==> src/rtl/text_mem_pkg.sv <==
// Shared types and field layout for the text-mode memory arbiter.
package text_mem_pkg;

    // Source of the access issued in the previous cycle.
    typedef enum logic [1:0] {
        SRC_NONE   = 2'd0,
        SRC_DISP   = 2'd1,
        SRC_BUS_RD = 2'd2,
        SRC_BUS_WR = 2'd3
    } mem_src_e;

    // Text RAM word width.
    localparam int unsigned TextDataWidth = 16;

    // Cell layout inside a text RAM word.
    localparam int unsigned CharLsb   = 0;
    localparam int unsigned CharWidth = 8;
    localparam int unsigned FgLsb     = 8;
    localparam int unsigned FgWidth   = 4;
    localparam int unsigned BgLsb     = 12;
    localparam int unsigned BgWidth   = 4;

endpackage

==> src/rtl/text_mem_arbiter.sv <==
// Text RAM arbiter: the display refresh owns every active pixel strobe,
// the host bus gets all remaining cycles. One access per cycle, read
// data returns one cycle after issue and is routed by a registered tag.
module text_mem_arbiter
    import text_mem_pkg::*;
#(
    parameter int unsigned TextMemAddrWidth = 14,
    parameter int unsigned StallCntWidth    = 16
) (
    input  logic                        clk_i,
    input  logic                        rst_ni,

    input  logic                        display_en_i,
    input  logic                        disp_active_i,
    input  logic [TextMemAddrWidth-1:0] disp_addr_i,
    output logic [CharWidth-1:0]        disp_char_o,
    output logic [FgWidth-1:0]          disp_fg_o,
    output logic [BgWidth-1:0]          disp_bg_o,

    input  logic                        bus_req_i,
    input  logic                        bus_we_i,
    input  logic [1:0]                  bus_be_i,
    input  logic [TextMemAddrWidth-1:0] bus_addr_i,
    input  logic [TextDataWidth-1:0]    bus_wdata_i,
    output logic                        bus_gnt_o,
    output logic                        bus_rvalid_o,
    output logic [TextDataWidth-1:0]    bus_rdata_o,

    output logic                        mem_req_o,
    output logic                        mem_we_o,
    output logic [1:0]                  mem_be_o,
    output logic [TextMemAddrWidth-1:0] mem_addr_o,
    output logic [TextDataWidth-1:0]    mem_wdata_o,
    input  logic [TextDataWidth-1:0]    mem_rdata_i,

    input  logic                        stall_clr_i,
    output logic [StallCntWidth-1:0]    stall_cnt_o
);

    mem_src_e                src_q, src_d;
    logic [CharWidth-1:0]    char_q;
    logic [FgWidth-1:0]      fg_q;
    logic [BgWidth-1:0]      bg_q;
    logic [StallCntWidth-1:0] stall_q, stall_d;
    logic                    disp_slot;

    assign disp_slot = display_en_i && disp_active_i;

    // Arbitration: display slot first, then bus; nothing is issued in reset.
    always_comb begin
        mem_req_o   = 1'b0;
        mem_we_o    = 1'b0;
        mem_be_o    = '0;
        mem_addr_o  = '0;
        mem_wdata_o = '0;
        bus_gnt_o   = 1'b0;
        src_d       = SRC_NONE;
        if (rst_ni) begin
            if (disp_slot) begin
                mem_req_o  = 1'b1;
                mem_be_o   = '1;
                mem_addr_o = disp_addr_i;
                src_d      = SRC_DISP;
            end else if (bus_req_i) begin
                mem_req_o   = 1'b1;
                bus_gnt_o   = 1'b1;
                mem_we_o    = bus_we_i;
                mem_be_o    = bus_we_i ? bus_be_i : 2'b11;
                mem_addr_o  = bus_addr_i;
                mem_wdata_o = bus_wdata_i;
                src_d       = bus_we_i ? SRC_BUS_WR : SRC_BUS_RD;
            end
        end
    end

    // Source tag: remembers who owns the read data arriving next cycle.
    always_ff @(posedge clk_i or negedge rst_ni) begin
        if (!rst_ni) begin
            src_q <= SRC_NONE;
        end else begin
            src_q <= src_d;
        end
    end

    // Display data registers: capture the returning cell on a display tag.
    always_ff @(posedge clk_i or negedge rst_ni) begin
        if (!rst_ni) begin
            char_q <= '0;
            fg_q   <= '0;
            bg_q   <= '0;
        end else if (src_q == SRC_DISP) begin
            char_q <= mem_rdata_i[CharLsb +: CharWidth];
            fg_q   <= mem_rdata_i[FgLsb +: FgWidth];
            bg_q   <= mem_rdata_i[BgLsb +: BgWidth];
        end
    end

    assign disp_char_o = char_q;
    assign disp_fg_o   = fg_q;
    assign disp_bg_o   = bg_q;

    // Bus response: writes complete with zero data, reads pass RAM data through.
    always_comb begin
        bus_rvalid_o = (src_q == SRC_BUS_RD) || (src_q == SRC_BUS_WR);
        bus_rdata_o  = (src_q == SRC_BUS_RD) ? mem_rdata_i : '0;
    end

    // Stall counter next state: clear wins, otherwise saturating increment.
    always_comb begin
        stall_d = stall_q;
        if (stall_clr_i) begin
            stall_d = '0;
        end else if (bus_req_i && !bus_gnt_o && (stall_q != '1)) begin
            stall_d = stall_q + {{(StallCntWidth-1){1'b0}}, 1'b1};
        end
    end

    // Stall counter register.
    always_ff @(posedge clk_i or negedge rst_ni) begin
        if (!rst_ni) begin
            stall_q <= '0;
        end else begin
            stall_q <= stall_d;
        end
    end

    assign stall_cnt_o = stall_q;

endmodule

==> config.mk <==
export PLATFORM = sky130hd
export DESIGN_NAME = text_mem_arbiter
export DESIGN_NICKNAME = d
export VERILOG_FILES = /design/src/rtl/text_mem_pkg.sv /design/src/rtl/text_mem_arbiter.sv
export SDC_FILE = /design/constraint.sdc
export NUM_CORES = 1
export LEC_CHECK = 0
export ABC_CLOCK_PERIOD_IN_PS = 3250
export BUFFER_PORTS_ARGS = -buffer_cell sky130_fd_sc_hd__buf_2
export CORE_ASPECT_RATIO = 0.8
export CORE_UTILIZATION = 25
export DETAILED_ROUTE_END_ITERATION = 8
export GPL_ROUTABILITY_DRIVEN = 0
export GPL_TIMING_DRIVEN = 0
export HOLD_SLACK_MARGIN = 0.1
export PLACE_DENSITY = 0.58
export SETUP_SLACK_MARGIN = 0.1
export SYNTH_ARGS = -nofsm -noshare
export SYNTH_HDL_FRONTEND = slang
export SYNTH_SLANG_ARGS = --single-unit
export TNS_END_PERCENT = 100
==> constraint.sdc <==
create_clock -name clk_i -period 3.25 [get_ports clk_i]
set_input_delay 0.65 -clock clk_i [delete_from_list [all_inputs] [get_ports clk_i]]
set_output_delay 0.65 -clock clk_i [all_outputs]
set_load 0.03 [all_outputs]
==> impl_metrics.toml <==
[clock_tree]
cts_tree = "built"
path_clk_slew_ns = 0.07
cts_hold_buf = 0
cts_buffer_depth = 2
insertion_delay_ns = 0.28
cts.sinks = 34
cts_setup_buffers = 0
root_buffer = "clkbuf_8"
cts_max_level = 2
cts_buffers = 5

[global_route]
grt_pass1_wl_um = 9910
antenna_found_initial = 0
grt_pass1_vias = 2053
grt_usage_pct = 14.2
grt_start_max_net_pins = 39
overflow = 0

[finish]
fillers = 836
nets = 443
design_area_mm2 = 0.00307
final_util_pct = 38.7
antenna_cells = 0
syn2layout_area_growth_pct = 49.1
drive_gt1_share_pct = 51.3

[yosys]
synth_ff_type = "dfrtp_1"
synth_seq_cells = 34
synthesis.area_mm2 = 0.00206
yosysMostFrequentCell = "dfrtp_1"
synth_cells = 215
yosys_warnings = 0
ys_top_cells_by_area = "dfrtp_1 41%, mux2_2 13%, and2_1 10%, a22o_1 6.0%, nor2_1 2.7%"
yosysSeqAreaShare_pct = 41.3
synthTopCellsByCount = "34 x dfrtp_1, 33 x and2_1, 24 x mux2_2"
async_reset_ff_share_pct = 100
postSynthNetCount = 285
synth_area_per_cell_um2 = 9.58
synth_edf_count = 0
synth_top_area_share_pct = 41.3
synth_top_cell_by_area = "dfrtp_1"
synth_cell_types = 32

[drt]
drtIter0Drc = 78
firstDrtPassIters = 4
wl_um = 6030
postRouteAntennaNets = 0
wl_per_cell_um = 12.5
vias_per_cell = 4.56
vias = 2199
route.detailed.drc = 0

[power_and_ir_drop]
p_sw_share_pct = 33.4
cellLeakagePower_nw = 1.63
power_density_mw_per_mm2 = 406
comb_power_share_pct = 30.5
p_int_mw = 0.831
power_switching_mw = 0.417
p_seq_share_pct = 39.2
clkPwrFrac_pct = 30.3
ir_drop_mv = 0.145

[sta]
period_minus_slack_ns = 2.88
setup_viol = 0
relSlewSlack_pct = 45.0
fin_skew_ns = 0.00845
worst_slew_pin_slew_ns = 0.818
fmax_mhz = 347
hold_viol = 0
drv_slew = 0
post-route-period-util_pct = 88.6
rsz0062_at_grt = "no"

[setup_path]
path_cells = "buf_6 > a21bo_2 > nor2_2 > buf_1 > and2_1 > buf_2"
path_delay_family = "buffers and inverters"
cp-end-kind = "output port"
max_stage_delay_ns = 0.34
worst_ep_required_time_ns = 2.60
crit_type = "input port to output port"
worstPathMaxFanout = 38
arrival_ns = 2.23
start_kind = "input port"
critPathBufInv = 3
r2r_slack_ns = 1.07
slowest_stage = "a21bo_2"

[placement]
portBuffers = 151
dp.final_hpwl_um = 4820
postPlaceCellArea_mm2 = 0.00295

[floorplan]
io_pins = 153
fp-row-count = 29
floorplan.initialDensity_pct = 25.9
die_w_um = 104
die_h_um = 83.2
core_area_mm2 = 0.00795
die-area_mm2 = 0.00861

[run]
cap_violations = 0

[status]
status = "complete, no violations"

[min_path]
min_path_type = "input port to async pin"
## final timing paths
kind / start / endpoint / depth (start not counted)
max: rst_ni / mem_wdata_o[7] / 6
min: rst_ni / disp_bg_o[0]$_DFFE_PN0N_ / 1
max reg2reg: stall_cnt_o[0]$_DFFE_PN0P_ / stall_cnt_o[0]$_DFFE_PN0P_ / 6
min reg2reg: disp_char_o[0]$_DFFE_PN0N_ / disp_char_o[0]$_DFFE_PN0N_ / 1
max in group asynchronous: rst_ni / src_q[1]$_DFF_PN0_ / 1
min in group clk_i: disp_char_o[0]$_DFFE_PN0N_ / disp_char_o[0]$_DFFE_PN0N_ / 1
## state kept, by name, summed over array words and instances (netlist names)
signal       count
disp_char_o      8
disp_fg_o        4
disp_bg_o        4
src_q            2
stall_cnt_o     16
## final cells by class
class                           count  area (um2)  share of cell area [%]
Buffer                             15        61.3                    2.00
Clock buffer                        5        68.8                    2.24
Clock inverter                      3        40.0                    1.30
Inverter                            4        15.0                   0.489
Multi-Input combinational cell    162        1140                    37.1
Sequential cell                    34         851                    27.7
Tap cell                          108         135                    4.40
Timing Repair Buffer              151         762                    24.8
## cells by family (layout without fill, tap and decap cells)
group	Yosys count	in the layout	synth area share, %
adder cells (fa/ha/maj)	1	1	0.607
flip-flops	34	34	41.3
multiplexers	25	25	13.6
buffers and inverters	19	178	3.58
AO/OA/AOI/OAI	38	38	13.4
AND/OR/NAND/NOR	98	98	27.6
## power groups by stage
stage               Combinational [mW]  Sequential (mW)  Clock (mW)
floorplan                        0.150            0.586           0
global placement                 0.381            0.494           0
detailed placement               0.384            0.497           0
CTS                              0.386            0.489       0.398
global route                     0.406            0.495       0.421
finish                           0.381            0.488       0.378
## repair_timing
action | CTS | global route
endpoints found under the hold margin | 0 | 0
gates resized for setup | 2 | 6
endpoints found under the setup margin | 30 | 27
## per-stage QoR
| stage | total power [mW] | setup WS (ns) | cells | TNS, ns | hold WS, ns |
|---|---|---|---|---|---|
| floorplan | 0.737 | 0.627 | 215 | 0 | 0.354 |
| global placement | 0.875 | -0.223 | 474 | -4.52 | 0.484 |
| detailed placement | 0.882 | -0.217 | 474 | -4.90 | 0.489 |
| CTS | 1.27 | 0.189 | 482 | 0 | 0.252 |
| global route | 1.32 | 0.191 | 482 | 0 | 0.263 |
| finish | 1.25 | 0.370 | 482 | 0 | 0.254 |
## metal layers
layer / wire [um] / GRT usage [%] / vias to the layer above
li1: - / - / 1084
met1: 2840 / 18.7 / 1000
met2: 2700 / 22.8 / 108
met3: 398 / 3.61 / 7
met4: 88 / 4.74 / 0
met5: 0 / 0 / -
## layout by cell type (no fill, tap or decap), drive strengths merged, types with 2 or more instances in the layout
master  Yosys  layout
nand2       9       9
or4         5       5
or3         2       2
clkinv      0       2
nor2b       8       8
nand2b      4       4
o21ai       3       3
o31ai       4       4
and2       33      33
and3        2       2
and4        2       2
dfrtp      34      34
nor2       15      15
mux2       24      24
clkbuf     12      16
nand3       8       8
nor4        3       3
nand4       5       5
buf         3     155
a22o       14      14
a211oi      3       3
a21oi      10      10
inv         4       4
(Power assumes the default switching activity.)
